<file path="src/rtl/wb_arb_pkg.sv">
// Shared types and constants for the round-robin Wishbone arbiter and its picker.
package wb_arb_pkg;

    typedef enum logic {
        ARB_IDLE  = 1'b0,
        ARB_OWNED = 1'b1
    } arb_state_e;

    localparam int WDOG_W = 16;

    // Width needed to index n masters; never less than one bit.
    function automatic int owner_w(input int n);
        return (n > 1) ? $clog2(n) : 1;
    endfunction

endpackage

</file>
<file path="src/rtl/wb_rr_picker.sv">
// Combinational round-robin picker: first requester strictly after last_i, wrapping at N-1.
module wb_rr_picker
    import wb_arb_pkg::*;
#(
    parameter int N  = 4,
    parameter int OW = owner_w(N)
) (
    input  logic [N-1:0]  req_i,
    input  logic [OW-1:0] last_i,
    output logic          valid_o,
    output logic [OW-1:0] idx_o
);

    int            sum;
    logic [OW-1:0] cand;

    always_comb begin
        valid_o = 1'b0;
        idx_o   = '0;
        sum     = 0;
        cand    = '0;
        // Offsets 1..N visit every master once, last_i itself coming last.
        for (int k = 1; k <= N; k++) begin
            sum = int'(last_i) + k;
            if (sum >= N) begin
                sum = sum - N;
            end
            cand = OW'(sum);
            if (!valid_o && req_i[cand]) begin
                valid_o = 1'b1;
                idx_o   = cand;
            end
        end
    end

endmodule

</file>
<file path="src/rtl/wb_arbiter_rr.sv">
// N-master to 1-slave Wishbone classic arbiter, round-robin grant held for a whole cyc.
// Optional watchdog built when WB_ARB_TIMEOUT_EN is defined; otherwise m_err_o is tied low.
module wb_arbiter_rr
    import wb_arb_pkg::*;
#(
    parameter int NUM_MASTERS    = 4,
    parameter int DATA_WIDTH     = 32,
    parameter int ADDR_WIDTH     = 32,
    parameter int SEL_WIDTH      = DATA_WIDTH / 8,
    parameter int TIMEOUT_CYCLES = 1024
) (
    input  logic                              clk,
    input  logic                              rst,
    input  logic [NUM_MASTERS-1:0]            m_we_i,
    input  logic [NUM_MASTERS-1:0]            m_cyc_i,
    input  logic [NUM_MASTERS-1:0]            m_stb_i,
    input  logic [NUM_MASTERS*SEL_WIDTH-1:0]  m_sel_i,
    input  logic [NUM_MASTERS*ADDR_WIDTH-1:0] m_adr_i,
    input  logic [NUM_MASTERS*DATA_WIDTH-1:0] m_dat_i,
    output logic [NUM_MASTERS*DATA_WIDTH-1:0] m_dat_o,
    output logic [NUM_MASTERS-1:0]            m_ack_o,
    output logic [NUM_MASTERS-1:0]            m_err_o,
    output logic [NUM_MASTERS-1:0]            m_int_o,
    output logic                              s_we_o,
    output logic                              s_cyc_o,
    output logic                              s_stb_o,
    output logic [SEL_WIDTH-1:0]              s_sel_o,
    output logic [ADDR_WIDTH-1:0]             s_adr_o,
    output logic [DATA_WIDTH-1:0]             s_dat_o,
    input  logic [DATA_WIDTH-1:0]             s_dat_i,
    input  logic                              s_ack_i,
    input  logic                              s_int_i,
    output logic [NUM_MASTERS-1:0]            gnt_o,
    output arb_state_e                        state_o
);

    localparam int OW = owner_w(NUM_MASTERS);

    arb_state_e             state_q;
    logic [OW-1:0]          owner_q;
    logic [OW-1:0]          last_q;
    logic [NUM_MASTERS-1:0] gnt_q;

    logic                   pick_valid;
    logic [OW-1:0]          pick_idx;
    logic                   timeout;

    wb_rr_picker #(
        .N  (NUM_MASTERS),
        .OW (OW)
    ) u_picker (
        .req_i   (m_cyc_i),
        .last_i  (last_q),
        .valid_o (pick_valid),
        .idx_o   (pick_idx)
    );

    // Slave-side mux and owner-only return path; everything is zero while IDLE.
    always_comb begin
        s_we_o  = 1'b0;
        s_cyc_o = 1'b0;
        s_stb_o = 1'b0;
        s_sel_o = '0;
        s_adr_o = '0;
        s_dat_o = '0;
        m_ack_o = '0;
        m_dat_o = '0;
        for (int k = 0; k < NUM_MASTERS; k++) begin
            if (state_q == ARB_OWNED && owner_q == OW'(k)) begin
                s_we_o  = m_we_i[k];
                s_cyc_o = m_cyc_i[k];
                s_stb_o = m_stb_i[k];
                s_sel_o = m_sel_i[k*SEL_WIDTH +: SEL_WIDTH];
                s_adr_o = m_adr_i[k*ADDR_WIDTH +: ADDR_WIDTH];
                s_dat_o = m_dat_i[k*DATA_WIDTH +: DATA_WIDTH];
                m_ack_o[k] = s_ack_i & m_stb_i[k];
                m_dat_o[k*DATA_WIDTH +: DATA_WIDTH] = s_dat_i;
            end
        end
    end

    assign m_int_o = {NUM_MASTERS{s_int_i}};
    assign gnt_o   = gnt_q;
    assign state_o = state_q;

`ifdef WB_ARB_TIMEOUT_EN
    localparam logic [WDOG_W-1:0] WDOG_LIMIT = WDOG_W'(TIMEOUT_CYCLES - 1);

    logic [WDOG_W-1:0] wdog_q;
    logic [WDOG_W-1:0] wdog_d;

    // Idle clears the count, so every grant starts from zero; an ack in the limit cycle wins.
    always_comb begin
        timeout = (state_q == ARB_OWNED) && s_stb_o && !s_ack_i && (wdog_q == WDOG_LIMIT);
        wdog_d  = wdog_q;
        if (state_q == ARB_IDLE || s_ack_i) begin
            wdog_d = '0;
        end else if (s_stb_o) begin
            wdog_d = wdog_q + 1'b1;
        end
    end

    always_ff @(posedge clk or posedge rst) begin
        if (rst) begin
            wdog_q <= '0;
        end else begin
            wdog_q <= wdog_d;
        end
    end

    assign m_err_o = timeout ? gnt_q : '0;
`else
    assign timeout = 1'b0;
    assign m_err_o = '0;
`endif

    always_ff @(posedge clk or posedge rst) begin
        if (rst) begin
            state_q <= ARB_IDLE;
            owner_q <= '0;
            last_q  <= OW'(NUM_MASTERS - 1);
            gnt_q   <= '0;
        end else begin
            case (state_q)
                ARB_IDLE: begin
                    if (pick_valid) begin
                        state_q <= ARB_OWNED;
                        owner_q <= pick_idx;
                        last_q  <= pick_idx;
                        gnt_q   <= {{(NUM_MASTERS-1){1'b0}}, 1'b1} << pick_idx;
                    end
                end
                ARB_OWNED: begin
                    // s_cyc_o is the owner's cyc; last_q already holds the owner.
                    if (!s_cyc_o || timeout) begin
                        state_q <= ARB_IDLE;
                        gnt_q   <= '0;
                    end
                end
                default: begin
                    state_q <= ARB_IDLE;
                    gnt_q   <= '0;
                end
            endcase
        end
    end

endmodule

</file>
<file path="config.mk">
export PLATFORM = sky130hd
export DESIGN_NAME = wb_arbiter_rr
export DESIGN_NICKNAME = d
export VERILOG_FILES = /design/src/rtl/wb_arb_pkg.sv /design/src/rtl/wb_rr_picker.sv /design/src/rtl/wb_arbiter_rr.sv
export SDC_FILE = /design/constraint.sdc
export NUM_CORES = 1
export LEC_CHECK = 0
export ABC_AREA = 1
export ABC_CLOCK_PERIOD_IN_PS = 2280
export CORE_AREA = 5 5 203 205
export CTS_CLUSTER_SIZE = 40
export DETAILED_ROUTE_END_ITERATION = 8
export DIE_AREA = 0 0 208 210
export GPL_ROUTABILITY_DRIVEN = 1
export GPL_TIMING_DRIVEN = 0
export MAX_ROUTING_LAYER = met4
export PLACE_DENSITY_LB_ADDON = 0.12
export SKIP_CTS_REPAIR_TIMING = 1
export SLEW_MARGIN = 20
export SYNTH_ARGS = -nofsm -noshare
export SYNTH_HDL_FRONTEND = slang
export SYNTH_SLANG_ARGS = --single-unit
</file>
<file path="constraint.sdc">
create_clock -name clk -period 2.28 [get_ports clk]
set_clock_uncertainty 0.15 [all_clocks]
set_input_delay 0.342 -clock clk [delete_from_list [all_inputs] [get_ports clk]]
set_output_delay 0.342 -clock clk [all_outputs]
set_load 0.05 [all_outputs]
</file>
# Word level (Yosys, flattened, before mapping)
# Index checks and enable logic that the tools add are counted.
# totals
rom_bits,0
n_memories,0
latchBits,0
ff_bits,9
in_bits,320
ram_bits,0
# classes
magnitude_cmp,8
div_mod_pow,0
n_addsub,8
shifts,1
mul,0
n_reduce_logical,13
n_eq_ne,5
muxes,58
n_bitwise,5
# ops
cell,n
32-bit two-way mux,12
1-bit two-way mux,26
4-bit two-way mux,6
2-bit two-way mux,8
2-bit by 3-bit less-than comparator with 1-bit output (second input constant),4
3-bit greater-or-equal comparator (second input constant),3
1-bit binary-select mux with 2-bit select,4
4-bit one-hot mux with 2 select lines,1
2-bit by 1-bit subtractor with 2-bit output (second input constant),4
1-bit logical AND,7
2-bit by 2-bit adder with 3-bit output (second input constant),2
2-bit by 3-bit adder with 4-bit output (second input constant),1
1-bit AND,4
2-bit == test (second input constant),2
4-bit by 3-bit greater-or-equal comparator with 1-bit output (second input constant),1
2-bit inequality test (second input constant),2
2-bit AND reduction,2
1-bit by 2-bit << shifter with 4-bit output (first input constant),1
2-bit by 1-bit adder with 3-bit output (second input constant),1
1-bit logical NOT,3
2-bit by 1-bit == test with 1-bit output (second input constant),1
2-bit logical NOT,1
1-bit one-hot mux with 2 select lines,1
1-bit NOT,1

# Depth between registers and ports, before layout
# Gate-level depths: netlist of the first run.
# depth
depth_word,18
ltp_mapped,14
mapped_depth_nobuf,12

# By module
# Synthesis of the first run repeated with hierarchy kept, for this count alone.
# hier_totals
hier_cells,675
area_unflattened_um2,3104.2
# modules_own_cells
mod,area_each_um2,cells_each,instances,seq_area_each_um2
wb_arbiter_rr,2813.9,626,1,227.7
wb_rr_picker,290.3,49,1,0.0

# Worst setup path after synthesis of the first run
# Ideal clock, no wire load.
# synth_timing
kind,register -> output
from,"reg state_q, in the netlist state_o"
to,out m_ack_o[3]
path_stages_with_launch,6
t_required_ns,1.788
setup_slack_ns,-0.326
n_path_buf,1
arrival_time_ns,2.114
path_cell_list,dfrtp_1 -> inv_2 -> nor3_2 -> buf_2 -> nand2_1 -> nor2_1
# synth_via
elab_chain_len,2
# synth_lines
element,line,text
start: declaration,wb_arbiter_rr.sv:39,arb_state_e state_q;
start signal: assignment,wb_arbiter_rr.sv:119,state_q <= ARB_IDLE;
start signal: assignment,wb_arbiter_rr.sv:127,state_q <= ARB_OWNED;
start signal: assignment,wb_arbiter_rr.sv:136,state_q <= ARB_IDLE;
1-bit logical AND,wb_arbiter_rr.sv:69,if (state_q == ARB_OWNED && owner_q == OW'(k)) begin
1-bit two-way mux,wb_arbiter_rr.sv:69,
end: declaration,wb_arbiter_rr.sv:21,"output logic [NUM_MASTERS-1:0] m_ack_o,"
# Every way passes these cells.

# Worst setup path after layout of the first run
# layout_timing
from,reg owner_q[0]
to,out s_dat_o[4]
# layout_via
elab_chain_len,6
word_cells_on_any_way,12
# layout_lines
element,line,text
start: declaration,wb_arbiter_rr.sv:40,logic [OW-1:0] owner_q;
start signal: assignment,wb_arbiter_rr.sv:128,owner_q <= pick_idx;
2-bit logical NOT,wb_arbiter_rr.sv:69,
1-bit logical AND,wb_arbiter_rr.sv:69,
32-bit two-way mux (3 in series),wb_arbiter_rr.sv:69,
32-bit two-way mux (*),wb_arbiter_rr.sv:69,
end: declaration,wb_arbiter_rr.sv:29,"output logic [DATA_WIDTH-1:0] s_dat_o,"
# Mark *: on every way between the ends. The rest lies on a longest branch, timed or not.

==> metrics.cfg, run 1 <==
[setup_path]
crit_fanout=9
startpoint=owner_q[0]
required_ns=1.79
critical_path.endpoint=s_dat_o[4]
reg2reg_from=last_q[0]
r2r_slack_ns=0.33
regToRegEndpoint=owner_q[0]
start_kind=flop
end_kind=output pin
reg2regPathDepth=13
arrival_ns=1.88
crit_type=flop to output pin

[placed_design]
gp_congestion=0.8822
dp_cells=1735
portBuffers=530
place_hpwl_mm=29.19

[synthesis]
synthCells=677
avgSynthCellArea_um2=4.583
synth.distinct_cells=28
synthAdderAreaFrac_pct=0
synth_top_area_share_pct=38.10
synth_top_family_by_area=simple AND/OR/NAND/NOR gates
synth_seq_cells=9
synth_mux_area_share_pct=0
synth.top_cells.by_area=nand2_1 38%, nor2_1 16%, nand4_1 14%
synthSimpleGateAreaFrac_pct=76.85
syn-cell-area_um2=3103
synth_xor_area_share_pct=0
synth_area_leader_cell=nand2_1
yosysWarnings=0
synth_compound_area_share_pct=1.290
ys_seq_area_share_pct=7.339

[sta]
finalCritPeriodShare_pct=104.2
setup_slack_ns=-0.09581
fin_crit_ns=2.376
fmax_mhz=420.9
finalHoldViolations=0
fin_setup_tns_ns=-0.7870
grt_setup_unrepaired=yes
slew-limit-headroom_pct=63.57
tightest_slew_ns=0.5456
finalSetupViolCount=29
maxSlewViolCount=0

[grt]
antenna_found_initial=2
grt_pass1_vias=6709
grt_max_degree=11
grt_util_all_layers_pct=14.56
globalRouteOverflowTotal=0
grt_first_pass_wirelength_mm=46.69

[power_and_ir_drop]
irDropWorstVdd_v=0.0006852
powerDensity_nw_per_um2=1465
p_leak_nw=4.439

[drt]
first_pass_iters=4
vias=6378
viasPerCell=3.618
drc=0
wl_per_cell_um=19.66
dr.first_iter.drc_count=197
ant_nets=0
wl_mm=34.66

[floorplan]
fp.dieH_um=210
dieArea_um2=43680
die_w_um=208
rows=73
start_util_pct=7.901
core_um2=39280
ios=536

[final_layout]
nets=1556
final_common_cell=clkdlybuf4s50_1
drive_gt1_share_pct=31.42
fin_util_pct=24.74
stdcell_count=1763
syn_to_final_growth_pct=213.1
layout_common_cells=327 x clkdlybuf4s50_1, 307 x nand2_1, 87 x buf_6

[cts]
clkLatencyLatePin_ns=0.23
path_clk_slew_ns=0.04
clock_sink_count=9
root_buffer=clkbuf_16
clock_path_buffers=2
cts_tree=done
cts_inserted_buffers=3
h-tree-depth=1

[status]
violations=negative setup slack
outcome=finished, violations left

[min_path]
hp-class=input pin to async pin

[job]
drv_cap=0

## metrics by stage
step,power (mW),setup slack (ns),area [µm²],hold slack (ns)
finish,14.24,-0.09581,9716,0.2297
global route,14.99,-0.2178,9713,0.2828
CTS,13.42,-1.724,9389,0.2531
detailed placement,13.07,-1.459,9310,0.3539
global placement,13.12,-1.806,9304,0.3625
floorplan,8.001,-0.05224,3342,0.01842
## state kept, by name, indices dropped and copies added, names as in the netlist
register and cells:
gnt_o 4, last_q 2, owner_q 2, state_o 1
## Yosys cell counts
| cell type | number |
|---|---|
| nand3_1 | 14 |
| buf_2 | 4 |
| dfrtp_1 | 7 |
| nand2_2 | 9 |
| o22ai_1 | 1 |
| nand2_4 | 4 |
| buf_6 | 2 |
| conb_1 | 1 |
| inv_2 | 10 |
| clkbuf_1 | 35 |
| inv_1 | 44 |
| nor2_1 | 134 |
| o2111ai_1 | 1 |
| o21ai_1 | 4 |
| buf_4 | 8 |
| nor3_1 | 1 |
| nand4_1 | 71 |
| a21oi_1 | 1 |
| nor3_2 | 1 |
| nand3_2 | 2 |
| nand2_1 | 315 |
| inv_4 | 1 |
| nor2_8 | 1 |
| nand3b_2 | 1 |
| nor2_4 | 1 |
| buf_1 | 1 |
| nor2_2 | 1 |
| dfstp_2 | 2 |
## how the worst min path moves through the flow
| stage | from | end |
|---|---|---|
| final | rst | gnt_o[1] |
| after floorplan | rst | gnt_o[0] |
| after detailed placement | gnt_o[2] | gnt_o[2] |
| after global routing | rst | owner_q[1] |
| after CTS | rst | gnt_o[0] |
| after global placement | gnt_o[1] | gnt_o[1] |
## report_power, final
group | switching (mW) | internal, mW | total [mW]
logic | 9.23 | 4.38 | 13.6
registers | 0.0663 | 0.250 | 0.316
clock network | 0.0763 | 0.234 | 0.310
## layout make-up
class / count / area, µm²
diodes: 3 / 7.507
well taps: 525 / 656.9
flip-flops and latches: 9 / 230.2
clock buffers: 4 / 78.83
plain buffers: 48 / 499.2
repair buffers: 553 / 5260
fillers: 4467 / 29560
multi-input cells: 566 / 2746
inverters: 55 / 236.5
## critical path, stage by stage (launching register included)
cell and delay, ns:
dfrtp_2 0.43, nor2_4 0.15, inv_1 0.08, nor2_4 0.16, buf_12 0.15, buf_12 0.16
nand2_1 0.06, nand4_1 0.22, buf_6 0.22
## cells by family (layout without fill, tap and decap cells)
| group | Yosys count | in the layout |
|---|---|---|
| buffers and inverters | 105 | 660 |
| DFF | 9 | 9 |
| and+or+nand+nor | 555 | 555 |
| other | 1 | 7 |
| AOI/OAI and AO/OA | 7 | 7 |
## routing by layer
metal  global-route usage, %  routed length (µm)
met2                   26.94               18030
met3                   3.825                2448
met1                   15.69               13530
met5                       -                   0
met4                   3.194                 646
Power figures use the tool's default switching activity.
==> run 2, diff against run 1 <==
- HOLD_SLACK_MARGIN: default -> 0.12
- REMOVE_ABC_BUFFERS: default -> 1
- SYNTH_HIERARCHICAL: default -> 1
==> run 2 against run 1 <==
Fmax down 6.0%. Power fell by 8.4%. The flow still finishes with violations (negative setup slack). Utilization decreased by 0.67 points. Count of clock-buffer cells in the layout stayed put. Register-to-register slack got worse by 0.19 ns. Global-route usage decreased by 0.88 points. Sequential share of layout area up 0.079 points. Cell area shrank 2.7%. Flip-flop and latch count stayed put. Routed wire length grew 1.5%. Largest cell class unchanged. Die area unchanged. Non-clock buffer count decreased by 32.
==> metrics.cfg, run 2 <==
[status]
outcome=finished, violations left
violations=negative setup slack

[grt]
grt_max_degree=50
grt_first_pass_wirelength_mm=44.22
grt_util_all_layers_pct=13.68
grt_pass1_vias=6136
antenna_found_initial=9
globalRouteOverflowTotal=0

[sta]
tightest_slew_ns=0.6541
maxSlewViolCount=0
fin_setup_tns_ns=-20.45
finalSetupViolCount=151
fin_crit_ns=2.526
finalHoldViolations=0
grt_setup_unrepaired=yes
fmax_mhz=395.8
finalCritPeriodShare_pct=110.8
setup_slack_ns=-0.2462
slew-limit-headroom_pct=56.33

[synthesis]
ys.flop_type=dfrtp_1
synth_most_common_cell=nand2_1
synth_area_leader_cell=nand2_1
syn-cell-area_um2=3104
avgSynthCellArea_um2=4.599
synth_top_family_by_area=simple AND/OR/NAND/NOR gates
synthSimpleGateAreaFrac_pct=76.70
ys_seq_area_share_pct=7.336
synth_top_area_share_pct=38.69
synth_seq_cells=9
synth_compound_area_share_pct=1.169
synthArstFlopShare_pct=100.0
synth.top_cells.by_area=nand2_1 39%, nor2_1 16%, nand4_1 16%
synth-edff-count=0
synthAdderAreaFrac_pct=0
synth_xor_area_share_pct=0
yosysWarnings=6
synth_common_cells=320 x nand2_1, 134 x nor2_1, 78 x nand4_1
synth_mux_area_share_pct=0
synth.distinct_cells=26
synthCells=675

[drt]
viasPerCell=3.606
ant_nets=0
vias=6270
wl_mm=35.19
wl_per_cell_um=20.23
drc=0
dr.first_iter.drc_count=299
first_pass_iters=4

[power_and_ir_drop]
p_leak_nw=4.872
powerDensity_nw_per_um2=1380
irDropWorstVdd_v=0.0006051

[final_layout]
stdcell_count=1739
layout_common_cells=323 x clkdlybuf4s50_1, 315 x nand2_1, 124 x nor2_1
syn_to_final_growth_pct=204.5
largest_register_ffs=4
nets=1526
drive_gt1_share_pct=21.16
final_common_cell=clkdlybuf4s50_1

[floorplan]
rows=73
ios=536
core_um2=39280
die_w_um=208
fp.dieH_um=210
dieArea_um2=43680
start_util_pct=7.904

[setup_path]
start_kind=flop
crit_type=flop to output pin
reg2regPathDepth=10
r2r_slack_ns=0.14
end_kind=output pin
crit_fanout=32
startpoint=owner_q[0]
required_ns=1.79
critical_path.endpoint=m_dat_o[11]
arrival_ns=2.03
reg2reg_from=last_q[0]
regToRegEndpoint=owner_q[0]

[placed_design]
dp_cells=1689
place_hpwl_mm=27.11
pre_cts_ws_ns=-1.742
portBuffers=526
gp_congestion=0.8410

[min_path]
hp-class=input pin to async pin

[cts]
clock_sink_count=9
path_clk_slew_ns=0.04
cts_tree=done
h-tree-depth=1
clock_path_buffers=2
cts_inserted_buffers=3
clkLatencyLatePin_ns=0.24
root_buffer=clkbuf_16

[job]
drv_cap=0

## run 2: cell count changes after synthesis, moves of 3 or more
cell	delta
clkbuf_1	-19
nand2_1	+5
inv_2	-3
nand4_1	+7
o21ai_1	-4
nand3_1	-8
buf_2	+17
## run 2: critical path, cell delays in order (launching register included)
cell and delay [ns]:
dfrtp_2 0.45, buf_4 0.16, nor2_4 0.17, nand2_8 0.11
buf_6 0.16, buf_12 0.16, nor2_1 0.12, dlymetal6s2s_1 0.44
## run 2: how the worst min path moves through the flow
stage	cells past startpoint	slack, ns	end	from
after CTS	2	0.28	gnt_o[3]	rst
after floorplan	1	0.02	gnt_o[0]	rst
final	2	0.26	gnt_o[0]	rst
after detailed placement	2	0.31	gnt_o[1]	gnt_o[1]
after global placement	2	0.32	gnt_o[1]	gnt_o[1]
after global routing	2	0.31	gnt_o[2]	rst
## run 2: cells by family after synthesis
family	after synthesis
simple gates	558
buf+inv	101
flops	9
compound gates	6
other cells	1
## run 2: through the flow
step                cell area [µm²]  util, %  hold WS [ns]  power, mW
finish                         9452    24.07        0.2574      13.04
global route                   9449    24.06        0.3094      13.76
CTS                            9089    23.14        0.2788      12.40
detailed placement             9010    22.94        0.3112      12.03
global placement               8782    22.36        0.3201      11.90
floorplan                      2860        -       0.01849      7.330
## run 2: cell type report
class                           count  area (µm²)
Fill cell                        4501       29820
Timing Repair Buffer              569        5622
Multi-Input combinational cell    569        2570
Tap cell                          525       656.9
Inverter                           52       247.7
Sequential cell                     9       231.5
Clock buffer                        4       78.83
Timing Repair inverter              2       22.52
Antenna cell                        9       22.52
## run 2: power by group
part	internal, mW	switching (mW)
clock network	0.234	0.0796
logic	3.84	8.54
registers	0.248	0.102
total	4.32	8.72
## run 2: routing by layer
layer | track usage, % | share of wire, % | vias to the layer above | wire, µm
li1 | - | - | 3178 | -
met1 | 15.34 | 41 | 2823 | 14260
met2 | 25.65 | 54 | 255 | 18930
met3 | 2.590 | 4.8 | 14 | 1705
met4 | 2.333 | 0.81 | 0 | 285
met5 | - | 0 | - | 0
==> run 3, diff against run 2 <==
- ABC_CLOCK_PERIOD_IN_PS: 2280 -> default
- GPL_ROUTABILITY_DRIVEN: 1 -> 0
- RECOVER_POWER: default -> 50
==> run 3 against run 2 <==
The run still ends with negative setup slack left. Global-route usage unchanged. Final cell count unchanged. Sequential power about the same. Sequential share of layout area unchanged. Count of clock-buffer cells in the layout unchanged. Largest power group unchanged. Fmax unchanged. Power about the same. Flip-flop and latch count unchanged. Setup slack about the same.
==> metrics.cfg, run 3 (synthesis gave the netlist of run 2 again) <==
[placed_design]
place_area_um2=9010
pre_cts_ws_ns=-1.742
portBuffers=526
place_hpwl_mm=27.11

[cts]
path_clk_slew_ns=0.04
clock_sink_count=9
clock_path_buffers=2
cts_inserted_buffers=3
clkLatencyLatePin_ns=0.24
cts_tree=done
h-tree-depth=1
root_buffer=clkbuf_16

[drt]
dr.first_iter.drc_count=298
viasPerCell=3.604
drc=0
vias=6268
wl_mm=35.18
wl_per_cell_um=20.23
ant_nets=0
first_pass_iters=4

[power_and_ir_drop]
powerDensity_nw_per_um2=1379
irDropWorstVdd_v=0.0005961
power_mw=13.04
p_leak_nw=4.878

[min_path]
hp-class=flop to flop
min_from=gnt_o[1]
whs_path_depth=2
hold_path_end=gnt_o[1]

[sta]
whs_ns=0.3172
tightest_slew_ns=0.6542
grt_setup_unrepaired=yes
slew-limit-headroom_pct=56.32
finalSetupViolCount=151
fin_crit_ns=2.526
fin_setup_tns_ns=-20.47
finalCritPeriodShare_pct=110.8
fmax_mhz=395.8
maxSlewViolCount=0
setup_slack_ns=-0.2462
finalHoldViolations=0

[final_layout]
nets=1526
layout_common_cells=320 x clkdlybuf4s50_1, 315 x nand2_1, 124 x nor2_1
fillers=4501
stdcell_area_um2=9452
final_common_cell=clkdlybuf4s50_1
syn_to_final_growth_pct=204.5
largest_register_ffs=4
drive_gt1_share_pct=21.16

[setup_path]
end_kind=output pin
reg2regPathDepth=10
regToRegEndpoint=owner_q[0]
start_kind=flop
crit_type=flop to output pin
reg2reg_from=last_q[0]
r2r_slack_ns=0.14
required_ns=1.79
crit_fanout=32
arrival_ns=2.03

[grt]
grt_first_pass_wirelength_mm=44.22
antenna_found_initial=9
grt_max_degree=50
grt_util_all_layers_pct=13.68
globalRouteOverflowTotal=0
grt_pass1_vias=6136

[floorplan]
die_w_um=208
dieArea_um2=43680
rows=73
ios=536
core_um2=39280
fp.dieH_um=210
start_util_pct=7.904

[status]
violations=negative setup slack
outcome=finished, violations left

[job]
drv_cap=0

run 3: cell types whose count changed in the layout (fill, tap and decap cells not counted), sizes merged:
cell / delta
clkdlybuf4s50: -3
dlygate4sd3: +3
run 3: how the worst max path moves through the flow:
stage / startpoint / endpoint / cells past startpoint
after floorplan: state_o / m_dat_o[100] / 4
after global placement: state_o / m_dat_o[124] / 5
after detailed placement: owner_q[1] / s_dat_o[11] / 7
after CTS: owner_q[1] / s_dat_o[11] / 7
after global routing: owner_q[0] / m_dat_o[11] / 7
final: owner_q[0] / m_dat_o[11] / 7
run 3: per-stage QoR:
step	std cells	utilization, %
after global routing	1738	24.06
final	1739	24.07
after detailed placement	1689	22.94
after floorplan	629	-
after CTS	1693	23.14
after global placement	1680	22.36
run 3: critical path: stages, from the launching register on:
cell and delay (ns):
dfrtp_2 0.45, buf_4 0.16, nor2_4 0.17, nand2_8 0.11
buf_6 0.16, buf_12 0.16, nor2_1 0.12, dlymetal6s2s_1 0.44
run 3: routing by layer:
metal  global-route usage [%]  vias to the layer above  part of all wire [%]
li1                         -                     3178                     -
met1                    15.34                     2823                    41
met2                    25.65                      253                    54
met3                    2.590                       14                   4.8
met4                    2.333                        0                  0.81
met5                        -                        -                     0
run 3: cell type report:
type                    count  area, µm²  area share [%]
multi-input cells         569       2570           27.19
inverters                  52      247.7           2.621
flip-flops and latches      9      231.5           2.449
repair buffers            569       5622           59.48
well taps                 525      656.9           6.950
repair inverters            2      22.52          0.2383
clock buffers               4      78.83          0.8340
diodes                      9      22.52          0.2383
run 3: report_power, final:
group | internal (mW) | switching (mW) | total (mW)
Sequential | 0.248 | 0.102 | 0.349
Clock | 0.234 | 0.0796 | 0.314
Combinational | 3.84 | 8.54 | 12.4
